$ cat src/rtl/mem_stream_pkg.sv
// Shared constants and FSM encoding for the memory dump reader.
// Imported by the interface, the FIFO user and the top level.
package mem_stream_pkg;

  localparam int ADDR_W = 20;
  localparam int DATA_W = 16;

  typedef enum logic [1:0] {
    IDLE,
    ISSUE,
    DRAIN,
    FINISH
  } rd_state_t;

endpackage

$ cat src/rtl/mem_dump_reader_if.sv
// Memory port B read bus plus the outbound ready/valid stream.
// master = reader side, slave = memory + consumer side.
interface mem_dump_reader_if;
  import mem_stream_pkg::*;

  logic [ADDR_W-1:0] mem_addr;
  logic              mem_rd;
  logic [DATA_W-1:0] mem_q;
  logic [DATA_W-1:0] out_data;
  logic              out_valid;
  logic              out_ready;

  modport master (
    output mem_addr,
    output mem_rd,
    input  mem_q,
    output out_data,
    output out_valid,
    input  out_ready
  );

  modport slave (
    input  mem_addr,
    input  mem_rd,
    output mem_q,
    input  out_data,
    input  out_valid,
    output out_ready
  );

endinterface

$ cat src/rtl/stream_fifo.sv
// Small synchronous FIFO, registered head, sync active-low reset.
// Storage resets to zero so dout reads 0 out of reset.
module stream_fifo #(
  parameter int DEPTH = 4,
  parameter int WIDTH = 16
) (
  input  logic                   clk,
  input  logic                   rst,
  input  logic                   push,
  input  logic                   pop,
  input  logic [WIDTH-1:0]       din,
  output logic [WIDTH-1:0]       dout,
  output logic [$clog2(DEPTH):0] count,
  output logic                   empty,
  output logic                   full
);

  localparam int AW = $clog2(DEPTH);
  localparam int CW = AW + 1;

  logic [WIDTH-1:0] mem_q [DEPTH];
  logic [AW-1:0]    wr_q, wr_d;
  logic [AW-1:0]    rd_q, rd_d;
  logic [CW-1:0]    cnt_q, cnt_d;
  logic             do_pop;

  assign empty  = (cnt_q == '0);
  assign full   = (cnt_q == CW'(DEPTH));
  assign count  = cnt_q;
  assign dout   = mem_q[rd_q];
  assign do_pop = pop && !empty;

  always_comb begin
    wr_d  = push   ? wr_q + AW'(1) : wr_q;
    rd_d  = do_pop ? rd_q + AW'(1) : rd_q;
    cnt_d = cnt_q + CW'(push) - CW'(do_pop);
  end

  always_ff @(posedge clk) begin
    if (!rst) begin
      for (int i = 0; i < DEPTH; i++)
        mem_q[i] <= '0;
      wr_q  <= '0;
      rd_q  <= '0;
      cnt_q <= '0;
    end else begin
      if (push)
        mem_q[wr_q] <= din;
      wr_q  <= wr_d;
      rd_q  <= rd_d;
      cnt_q <= cnt_d;
    end
  end

endmodule

$ cat src/rtl/mem_dump_reader.sv
// Block reader: issues port B reads under FIFO credit and streams
// the words out in order over a ready/valid link.
module mem_dump_reader
  import mem_stream_pkg::*;
#(
  parameter int READ_LATENCY = 1,
  parameter int FIFO_DEPTH   = 4
) (
  input  logic              clk,
  input  logic              rst,
  input  logic              start,
  input  logic [ADDR_W-1:0] base_addr,
  input  logic [ADDR_W-1:0] word_count,
  output logic              busy,
  output logic              done,
  mem_dump_reader_if.master bus
);

  localparam int IW = $clog2(READ_LATENCY + 1);
  localparam int FW = $clog2(FIFO_DEPTH) + 1;
  localparam int CW = $clog2(FIFO_DEPTH + READ_LATENCY + 1);

  rd_state_t         state_q, state_d;
  logic [ADDR_W-1:0] addr_q, addr_d;
  logic [ADDR_W-1:0] remain_q, remain_d;
  logic [READ_LATENCY-1:0] sr_q, sr_d;

  logic [IW-1:0] inflight;
  logic [FW-1:0] fifo_cnt;
  logic [CW-1:0] used;
  logic          rd;
  logic          push, pop;
  logic          fifo_empty, fifo_full;

  always_ff @(posedge clk) begin
    if (!rst) begin
      state_q  <= IDLE;
      addr_q   <= '0;
      remain_q <= '0;
      sr_q     <= '0;
    end else begin
      state_q  <= state_d;
      addr_q   <= addr_d;
      remain_q <= remain_d;
      sr_q     <= sr_d;
    end
  end

  always_comb begin
    state_d  = state_q;
    addr_d   = addr_q;
    remain_d = remain_q;
    unique case (state_q)
      IDLE: begin
        if (start) begin
          addr_d   = base_addr;
          remain_d = word_count;
          state_d  = (word_count == '0) ? FINISH : ISSUE;
        end
      end
      ISSUE: begin
        if (rd) begin
          addr_d   = addr_q + ADDR_W'(1);
          remain_d = remain_q - ADDR_W'(1);
          if (remain_q == ADDR_W'(1))
            state_d = DRAIN;
        end
      end
      DRAIN: begin
        if (inflight == '0 && fifo_empty)
          state_d = FINISH;
      end
      FINISH: state_d = IDLE;
      default: state_d = IDLE;
    endcase
  end

  // Credit: every in-flight read already owns a FIFO slot.
  always_comb begin
    inflight = '0;
    for (int i = 0; i < READ_LATENCY; i++)
      inflight = inflight + IW'(sr_q[i]);
    used = CW'(inflight) + CW'(fifo_cnt);
    rd   = (state_q == ISSUE) &&
           (used < CW'(FIFO_DEPTH));
    busy = (state_q != IDLE);
    done = (state_q == FINISH);
  end

  always_comb begin
    sr_d[0] = rd;
    for (int i = 1; i < READ_LATENCY; i++)
      sr_d[i] = sr_q[i-1];
  end

  assign push = sr_q[READ_LATENCY-1];
  assign pop  = !fifo_empty && bus.out_ready;

  stream_fifo #(
    .DEPTH (FIFO_DEPTH),
    .WIDTH (DATA_W)
  ) u_fifo (
    .clk   (clk),
    .rst   (rst),
    .push  (push),
    .pop   (pop),
    .din   (bus.mem_q),
    .dout  (bus.out_data),
    .count (fifo_cnt),
    .empty (fifo_empty),
    .full  (fifo_full)
  );

  assign bus.mem_addr  = addr_q;
  assign bus.mem_rd    = rd;
  assign bus.out_valid = !fifo_empty;

  a_no_overflow: assert property (
    @(posedge clk) disable iff (!rst)
      !(push && fifo_full)
  ) else $error("mem_dump_reader fifo overflow");

endmodule

$ cat src/flat_wrapper.sv
// flat-port wrapper written by rule: the top's interface ports become plain ports
module mem_dump_reader_flat import mem_stream_pkg::*;
#(
  parameter int READ_LATENCY = 1,
  parameter int FIFO_DEPTH   = 4
)
  (clk, rst, start, base_addr, word_count, busy, done, bus_mem_addr, bus_mem_rd, bus_mem_q, bus_out_data, bus_out_valid, bus_out_ready);
  mem_dump_reader_if bus_i ();
  input  logic clk;
  input  logic rst;
  input  logic start;
  input  logic [ADDR_W-1:0] base_addr;
  input  logic [ADDR_W-1:0] word_count;
  output logic busy;
  output logic done;
  output wire logic [$bits(bus_i.mem_addr)-1:0] bus_mem_addr;
  output wire logic [$bits(bus_i.mem_rd)-1:0] bus_mem_rd;
  input wire logic [$bits(bus_i.mem_q)-1:0] bus_mem_q;
  output wire logic [$bits(bus_i.out_data)-1:0] bus_out_data;
  output wire logic [$bits(bus_i.out_valid)-1:0] bus_out_valid;
  input wire logic [$bits(bus_i.out_ready)-1:0] bus_out_ready;
  assign bus_mem_addr = bus_i.mem_addr;
  assign bus_mem_rd = bus_i.mem_rd;
  assign bus_i.mem_q = bus_mem_q;
  assign bus_out_data = bus_i.out_data;
  assign bus_out_valid = bus_i.out_valid;
  assign bus_i.out_ready = bus_out_ready;
  mem_dump_reader #(.READ_LATENCY(READ_LATENCY), .FIFO_DEPTH(FIFO_DEPTH)) u_core (.clk(clk), .rst(rst), .start(start), .base_addr(base_addr), .word_count(word_count), .busy(busy), .done(done), .bus(bus_i));
endmodule
$ cat config.mk
export PLATFORM = sky130hd
export DESIGN_NAME = mem_dump_reader_flat
export DESIGN_NICKNAME = d
export VERILOG_FILES = /design/src/rtl/mem_stream_pkg.sv /design/src/rtl/mem_dump_reader_if.sv /design/src/rtl/stream_fifo.sv /design/src/rtl/mem_dump_reader.sv /design/src/flat_wrapper.sv
export SDC_FILE = /design/constraint.sdc
export NUM_CORES = 1
export LEC_CHECK = 0
export CORE_MARGIN = 3
export CORE_UTILIZATION = 47
export CTS_CLUSTER_SIZE = 10
export DETAILED_ROUTE_END_ITERATION = 12
export GPL_ROUTABILITY_DRIVEN = 0
export MAX_ROUTING_LAYER = met4
export PLACE_DENSITY = 0.81
export SYNTH_ARGS = -nofsm -noshare
export SYNTH_HDL_FRONTEND = slang
export SYNTH_HIERARCHICAL = 1
export SYNTH_SLANG_ARGS = --single-unit
$ cat constraint.sdc
create_clock -name clk -period 6.96 [get_ports clk]
set_clock_uncertainty 0.2 [all_clocks]
set_input_delay 1.392 -clock clk [delete_from_list [all_inputs] [get_ports clk]]
set_output_delay 1.392 -clock clk [all_outputs]
set_load 0.01 [all_outputs]
==> flow_summary.yaml, run 1 <==
run_status:
  status: "completed"
timing:
  slew_headroom_pct: 26.6
  period_needed_ns: 4.22
  hold_ws_ns: 0.271
  rsz0062_at_grt: "false"
  max_clock_freq_mhz: 237
  max_slew.worst_pin.slew_ns: 1.09
  setup_violations: 0
  slew_violations: 0
  fin_ws_ns: 2.74
  finalHoldViolCount: 0
  tns_ns: 0
  min_period_over_period_pct: 60.7
detailed_routing:
  viasPerCell: 6.00
  drt_first_iter_violations: 504
  via_count: 5080
  wirelength_mm: 15.8
  drc: 0
  drt_first_pass_iters: 8
  wire_per_inst_um: 18.7
  final_antenna_net_count: 0
worst_setup_path:
  slowest_stage: "dfxtp_1"
  slowest_delay_ns: 0.89
  setup.worst_path.end_class: "output port"
  reg2reg_to: "u_core/bus.mem_addr[18]$_SDFFE_PN0P_"
  crit_fanout: 29
  reg2reg_setup_slack_ns: 3.83
  worstRegToRegCells: 7
  worstReg2RegStart: "u_core/state_q[1]$_SDFFE_PN0P_"
  cpMostUsedCell: "nor2_1"
  cp_cell_sequence: "and4_1, nor2_1, nor2_1, clkdlybuf4s50_1"
  crit_family: "flip-flops"
  crit_type: "reg2out"
  cp_num_cells: 4
  cp.buffers_inverters: 1
  critPathArrivalTime_ns: 2.63
  cp-start-kind: "flop"
  cp.required_ns: 5.37
power:
  power_density_nw_per_um2: 392
  sequentialPowerShare_pct: 33.9
  p_comb_share_pct: 36.4
  clockPowerShare_pct: 29.7
  p_leak_nw: 2.87
  max-vdd-ir-drop_uv: 241
  p_sw_share_pct: 36.2
  internal-power_w: 0.00194
  switching_power_w: 0.00110
layout:
  stdcell_area_sq_um: 7750
  drive_gt1_share_pct: 9.14
  area_growth_pct: 28.1
  nets: 736
  fin_util_pct: 63.0
  n_antenna_cell: 0
clock_tree:
  postCtsSetupBuffers: 0
  clkSlewWorstSetupHoldPaths_ns: 0.05
  cts_tree: "done"
  htree_levels: 4
  clock_latency_ns: 0.42
  cts_resized: 0
  cts_buffers: 17
  cts.path.max_buffers: 2
  cts_sinks: 116
  ctsHoldBuffers: 0
  root_buffer: "clkbuf_16"
global_route:
  grtUsageTotal_pct: 23.0
  antenna_found_initial: 0
  grt_max_degree: 59
  grt_pass1_wl_mm: 25.2
  gr-total-overflow: 0
  grt_pass1_vias: 5082
die:
  core-area_sq_um: 12300
  die_h_um: 119
  die_x_um: 119
  row_count: 40
  initial_core_util_pct: 49.2
  io_pins: 100
  die-area_sq_um: 14300
placed_design:
  portBuffers: 99
  dpl.hpwl_mm: 10.4
  place_ws_ns: 2.80
  place_area_sq_um: 7140
yosys:
  syn_avg_cell_area_sq_um: 10.5
  syn_inst: 574
  syn-cell-area_sq_um: 6050
  yosysWarningCount: 6
  syn_nets: 645
hold_path:
  hold_path.startpoint: "u_core/u_fifo/rd_q[1]$_SDFFE_PN0P_"
  hold_path_depth: 2
  hold_path_class: "reg2reg"
run:
  max_cap_violations: 0
layer usage:
| layer | GRT usage (%) | vias to the layer above | part of all wire, % |
|---|---|---|---|
| li1 | - | 2365 | - |
| met1 | 27.0 | 2446 | 41 |
| met2 | 38.9 | 240 | 50 |
| met3 | 5.70 | 29 | 7.4 |
| met5 | - | - | 0 |
| met4 | 7.37 | 0 | 1.8 |
worst reg2reg max path, delay by kind of cell (launching register included):
family	cells	cell delay [ns]
mux	1	0.77
compound gates	2	0.66
buf+inv	2	0.42
flops	1	0.40
simple gates	1	0.38
fa+ha+maj	1	0.19
per-stage QoR:
stage / power, W / cells
floorplan: 0.00172 / 574
global placement: 0.00207 / 814
detailed placement: 0.00211 / 814
CTS: 0.00302 / 846
global route: 0.00319 / 846
finish: 0.00304 / 846
flip-flops by register name, indices dropped and copies added (netlist names), named ones only:
signal / cells
u_core/u_fifo/wr_q: 2
u_core/bus.mem_addr: 20
u_core/state_q: 2
u_core/u_fifo/mem_q: 64
u_core/remain_q: 20
u_core/u_fifo/count: 3
u_core/push: 1
u_core/u_fifo/rd_q: 2
area by class of cell:
type,instances,area [sq um]
sequential,116,2960
inverter,18,67.6
multi-input combinational,408,2870
clock inverter,15,188
tap,168,210
clock buffer,17,425
timing repair buffer,104,1030
fill,970,4560
placed cells by master (no fill, tap or decap), types with 4 or more instances in the layout:
master           count
a31oi_1              9
mux4_2              10
edfxtp_1            64
buf_4                5
mux2i_1              6
nand4_1              8
a211oi_1             6
nor2b_1              5
clkinv_1             4
inv_1               18
ha_1                10
and2_1              50
dfxtp_1             52
nand2_1             37
bufinv_16            4
o21ai_0             25
nor3_1              21
clkinvlp_4           4
a22oi_1              8
o22ai_1              5
nand3_1             17
clkbuf_16           17
nor4_1               8
o31a_1               5
o31ai_1              5
clkdlybuf4s50_1     99
nand2b_1             7
and3_1              25
nor2_1              37
a21oi_1             34
mux4_1               6
power by group through the flow:
stage	clock (W)	combinational (W)	sequential (W)
floorplan	0	0.000715	0.00100
global placement	0	0.00104	0.00103
detailed placement	0	0.00108	0.00104
CTS	0.000908	0.00109	0.00103
global route	0.000944	0.00120	0.00105
finish	0.000901	0.00111	0.00103
worst max path at each step:
stage	start	slack [ns]	end
floorplan	bus_out_ready	3.88	u_core/u_fifo/count[2]$_SDFF_PN0_
global placement	rst	2.94	u_core/u_fifo/mem_q[0][9]$_SDFFCE_PN0P_
detailed placement	rst	2.80	u_core/u_fifo/mem_q[0][7]$_SDFFCE_PN0P_
CTS	flop	2.71	bus_out_data[4]
global route	u_core/push$_SDFF_PN0_	2.58	bus_mem_rd
finish	u_core/push$_SDFF_PN0_	2.74	bus_mem_rd
No activity file was read; power rests on OpenSTA's default activity.
==> inputs of run 2 (changes only) <==
==> constraint.sdc (replaced) <==
create_clock -name clk -period 4.2 [get_ports clk]
set_clock_uncertainty 0.2 [all_clocks]
set_input_delay 0.84 -clock clk [delete_from_list [all_inputs] [get_ports clk]]
set_output_delay 0.84 -clock clk [all_outputs]
set_load 0.01 [all_outputs]
==> run 2 against run 1 <==
  * Clock-buffer cell count unchanged
  * First-iteration DRC count increased by 6.9%
  * Global-route usage increased by 0.22 points
  * Critical path type unchanged
  * Sequential power increased by 63%
  * Die area unchanged
  * Utilization increased by 0.51 points
  * Power increased by 66%
  * Combinational power increased by 72%
==> flow_summary.yaml, run 2 (synthesized netlist as in run 1, its figures left out) <==
global_route:
  busiest_layer: "met2"
  gr-total-overflow: 0
  grt_max_degree: 58
  grtUsageTotal_pct: 23.2
  grt_pass1_wl_mm: 25.8
  antenna_found_initial: 0
  use_met1_pct: 28.4
  gr-usage-met3_pct: 3.89
  met2_usage_pct: 38.8
  grt_pass1_vias: 5212
detailed_routing:
  final_antenna_net_count: 0
  drt_first_iter_violations: 539
  wirelength_mm: 16.1
  drc: 0
  drt_first_pass_iters: 6
  viasPerCell: 6.06
  wire_per_inst_um: 18.9
  via_count: 5179
die:
  initial_core_util_pct: 49.2
  die_h_um: 119
  row_count: 40
  core-area_sq_um: 12300
  io_pins: 100
  die-area_sq_um: 14300
  die_x_um: 119
worst_setup_path:
  crit_type: "reg2out"
  crit_family: "simple AND/OR/NAND/NOR gates"
  cp-start-kind: "flop"
  cp_cell_sequence: "and4_1, nor2_1, nor2_1, clkdlybuf4s50_1"
  cpMostUsedCell: "nor2_1"
  setup.worst_path.end_class: "output port"
  cp.required_ns: 3.16
  slowest_delay_ns: 0.59
  slowest_stage: "clkdlybuf4s50_1"
  crit_fanout: 9
  critPathArrivalTime_ns: 2.23
  cp.buffers_inverters: 1
timing:
  min_period_over_period_pct: 77.8
  max_clock_freq_mhz: 306
  fin_ws_ns: 0.934
  rsz0062_at_grt: "false"
  slew_violations: 0
  period_needed_ns: 3.27
  slew_headroom_pct: 40.2
  setup_violations: 0
  tns_ns: 0
  finalHoldViolCount: 0
  max_slew.worst_pin.slew_ns: 0.897
clock_tree:
  postCtsSetupBuffers: 0
  ctsHoldBuffers: 0
  cts_buffers: 17
  clkSlewWorstSetupHoldPaths_ns: 0.05
  cts_sinks: 116
  cts_resized: 0
  root_buffer: "clkbuf_16"
  cts_tree: "done"
  clock_latency_ns: 0.41
  htree_levels: 4
  cts.path.max_buffers: 2
placed_design:
  portBuffers: 99
  dp.cells: 823
  place_area_sq_um: 7210
  place_ws_ns: 1.05
  dpl.hpwl_mm: 10.8
layout:
  drive_gt1_share_pct: 10.8
  n_antenna_cell: 0
  stdcell_area_sq_um: 7820
  top_register: "u_core/u_fifo/mem_q"
  final_common_cell: "clkdlybuf4s50_1"
  largest_reg_flops: 64
  final_cell_mix: "clkdlybuf4s50_1, edfxtp_1, dfxtp_1"
  stdcell_count: 855
  area_growth_pct: 29.1
  nets: 745
run_status:
  status: "completed"
power:
  internal-power_w: 0.00320
  switching_power_w: 0.00185
  p_leak_nw: 2.92
  sequentialPowerShare_pct: 33.3
  p_sw_share_pct: 36.7
  max-vdd-ir-drop_uv: 330
  p_comb_share_pct: 37.7
  power_density_nw_per_um2: 647
  total_power_w: 0.00506
  clockPowerShare_pct: 29.0
run:
  max_cap_violations: 0
hold_path:
  hold_path_class: "reg2reg"
==> run 2: per-stage QoR <==
stage / utilization [%] / hold slack (ns)
2_1_floorplan: - / 0.249
3_3_place_gp: 58.5 / 0.269
3_5_place_dp: 58.5 / 0.275
4_1_cts: 63.5 / 0.286
5_1_grt: 63.5 / 0.302
6_report: 63.5 / 0.288
==> run 2: worst register-to-register path: stages (launching register included) <==
cell and delay (ns):
dfxtp_1 0.35, inv_1 0.11, ha_1 0.19, buf_4 0.49, mux2i_1 0.15, buf_4 0.21, nor2_1 0.61, o2bb2a_1 0.30
a21oi_1 0.12
==> run 2: power by group through the flow <==
| stage | registers [W] | logic [W] | clock network [W] |
|---|---|---|---|
| after floorplan | 0.00166 | 0.00119 | 0 |
| after global placement | 0.00168 | 0.00180 | 0 |
| after detailed placement | 0.00169 | 0.00186 | 0 |
| after CTS | 0.00167 | 0.00188 | 0.00148 |
| after global routing | 0.00171 | 0.00208 | 0.00154 |
| final | 0.00168 | 0.00191 | 0.00146 |
==> run 2: per-layer routing <==
metal / up-vias / wire, um
met5: - / 0
met4: 0 / 211
met3: 28 / 1340
met2: 262 / 8120
met1: 2490 / 6440
li1: 2399 / -
==> run 2: worst paths after layout <==
check	to	startpoint	cells after the start	slack, ns
worst min register to register	flop	u_core/u_fifo/rd_q[1]$_SDFFE_PN0P_	2	0.29
worst max-delay path	bus_mem_rd	u_core/u_fifo/count[1]$_SDFF_PN0_	4	0.93
worst max register to register	u_core/remain_q[6]$_SDFFE_PN0P_	u_core/state_q[1]$_SDFFE_PN0P_	8	1.41
worst min-delay path	flop	u_core/u_fifo/rd_q[1]$_SDFFE_PN0P_	2	0.29
==> run 2: area by class of cell <==
cell class,instances,area [sq um]
Clock buffer,17,425
Clock inverter,15,183
Multi-Input combinational cell,408,2870
Inverter,18,67.6
Sequential cell,116,2960
Fill cell,991,4500
Tap cell,168,210
Timing Repair Buffer,113,1100
==> inputs of run 3 (changes only) <==
==> constraint.sdc (replaced) <==
create_clock -name clk -period 3.1 [get_ports clk]
set_clock_uncertainty 0.2 [all_clocks]
set_input_delay 0.62 -clock clk [delete_from_list [all_inputs] [get_ports clk]]
set_output_delay 0.62 -clock clk [all_outputs]
set_load 0.01 [all_outputs]
==> run 3 against run 2 <==
  * Sequential power is 35% higher
  * Flip-flop and latch count stayed put
  * Cell area is 1.2% higher
  * Setup slack worse by 0.81 ns
  * Hold slack better by 0.0088 ns
  * Critical path depth is 1 lower
  * Clock-buffer cell count is 1 higher
  * First-iteration DRC count is 12% higher
  * Die area stayed put
  * Global-route usage is 0.40 points higher
  * Register-to-register slack worse by 1.1 ns
  * Largest power group unchanged
==> flow_summary.yaml, run 3 (synthesized netlist as in run 1, its figures left out) <==
run_status:
  status: "completed"
clock_tree:
  cts.path.max_buffers: 2
  ctsHoldBuffers: 0
  cts_sinks: 116
  htree_levels: 4
  cts_tree: "done"
  cts_buffers: 17
  cts_resized: 0
  clkSlewWorstSetupHoldPaths_ns: 0.05
  postCtsSetupBuffers: 0
  root_buffer: "clkbuf_16"
  clock_latency_ns: 0.42
detailed_routing:
  wire_per_inst_um: 18.6
  viasPerCell: 6.01
  wirelength_mm: 16.0
  drc: 0
  drt_first_iter_violations: 604
  final_antenna_net_count: 0
  drt_first_pass_iters: 5
  via_count: 5182
run:
  max_cap_violations: 0
layout:
  area_growth_pct: 30.6
  drive_gt1_share_pct: 11.3
  final_cell_mix: "clkdlybuf4s50_1, edfxtp_1, dfxtp_1"
  largest_reg_flops: 64
  regArea_sq_um: 2960
  final_common_cell: "clkdlybuf4s50_1"
  nets: 751
  fin_util_pct: 64.2
  top_register: "u_core/u_fifo/mem_q"
  multi_input_area_sq_um: 2870
  fillerInstances: 990
timing:
  min_period_over_period_pct: 95.9
  slew_headroom_pct: 33.2
  setup_violations: 0
  rsz0062_at_grt: "false"
  period_needed_ns: 2.97
  slew_violations: 0
  hold_ws_ns: 0.296
  max_slew.worst_pin.slew_ns: 0.996
  tns_ns: 0
  fin_ws_ns: 0.127
  finalHoldViolCount: 0
  max_clock_freq_mhz: 336
die:
  row_count: 40
  die_x_um: 119
  initial_core_util_pct: 49.2
  io_pins: 100
  die-area_sq_um: 14300
  core-area_sq_um: 12300
  die_h_um: 119
worst_setup_path:
  setup.worst_path.end_class: "output port"
  cp-start-kind: "flop"
  crit_type: "reg2out"
  cp_cell_sequence: "buf_4, mux4_1, clkdlybuf4s50_1"
  slowest_delay_ns: 0.63
  slowest_stage: "mux4_1"
  crit_fanout: 16
  critPathArrivalTime_ns: 2.15
  cp.required_ns: 2.28
placed_design:
  portBuffers: 99
  place_ws_ns: 0.207
  dpl.hpwl_mm: 10.6
power:
  max-vdd-ir-drop_uv: 499
  power_density_nw_per_um2: 886
  total_power_w: 0.00700
  p_leak_nw: 2.96
global_route:
  grtUsageTotal_pct: 23.6
  grt_pass1_vias: 5090
  gr-total-overflow: 0
  grt_max_degree: 58
  grt_pass1_wl_mm: 26.0
  antenna_found_initial: 1
hold_path:
  hold_path_class: "reg2reg"
run 3: changes by cell type in the layout (fill, tap and decap cells not counted), sizes merged:
cell | previous run | this run
buf | 14 | 20
clkinvlp | 3 | 4
diode | 0 | 1
inv | 20 | 18
clkinv | 7 | 5
clkbuf | 17 | 18
bufinv | 3 | 5
run 3: worst paths after layout:
path	startpoint	slack, ns	endpoint	cells after the start
setup / recovery	flop	0.13	bus_out_data[0]	3
hold / removal	u_core/u_fifo/rd_q[1]$_SDFFE_PN0P_	0.30	flop	2
setup reg to reg	u_core/state_q[1]$_SDFFE_PN0P_	0.32	u_core/bus.mem_addr[15]$_SDFFE_PN0P_	9
hold reg to reg	u_core/u_fifo/rd_q[1]$_SDFFE_PN0P_	0.30	flop	2
run 3: metal layers:
layer	up-vias	part of all wire [%]	global-route usage [%]
met2	287	49	38.0
met4	0	1.6	7.16
li1	2397	-	-
met1	2468	40	29.2
met5	-	0	-
met3	30	8.9	6.55
run 3: area by class of cell:
type / count / share of cell area [%]
flip-flops and latches: 116 / 37.5
multi-input cells: 408 / 36.3
repair buffers: 119 / 14.6
clock buffers: 18 / 5.43
clock inverters: 14 / 2.66
well taps: 168 / 2.66
inverters: 18 / 0.855
diodes: 1 / 0.0317
run 3: through the flow:
step | std cells | cell area (sq um)
2_1_floorplan | 574 | 6050
3_3_place_gp | 829 | 7260
3_5_place_dp | 829 | 7260
4_1_cts | 861 | 7900
5_1_grt | 862 | 7910
6_report | 862 | 7910
run 3: power breakdown:
part	switching, W	internal (W)	leakage, nW
clock	0.000696	0.00142	0.297
sequential	0.000327	0.00194	1.09
combinational	0.00146	0.00116	1.58
total	0.00249	0.00452	2.96
run 3: critical path, delay by kind of cell (launching register included):
| family | cells | cell delay (ns) |
|---|---|---|
| multiplexers | 1 | 0.63 |
| flip-flops | 1 | 0.30 |
| buffers and inverters | 2 | 0.81 |
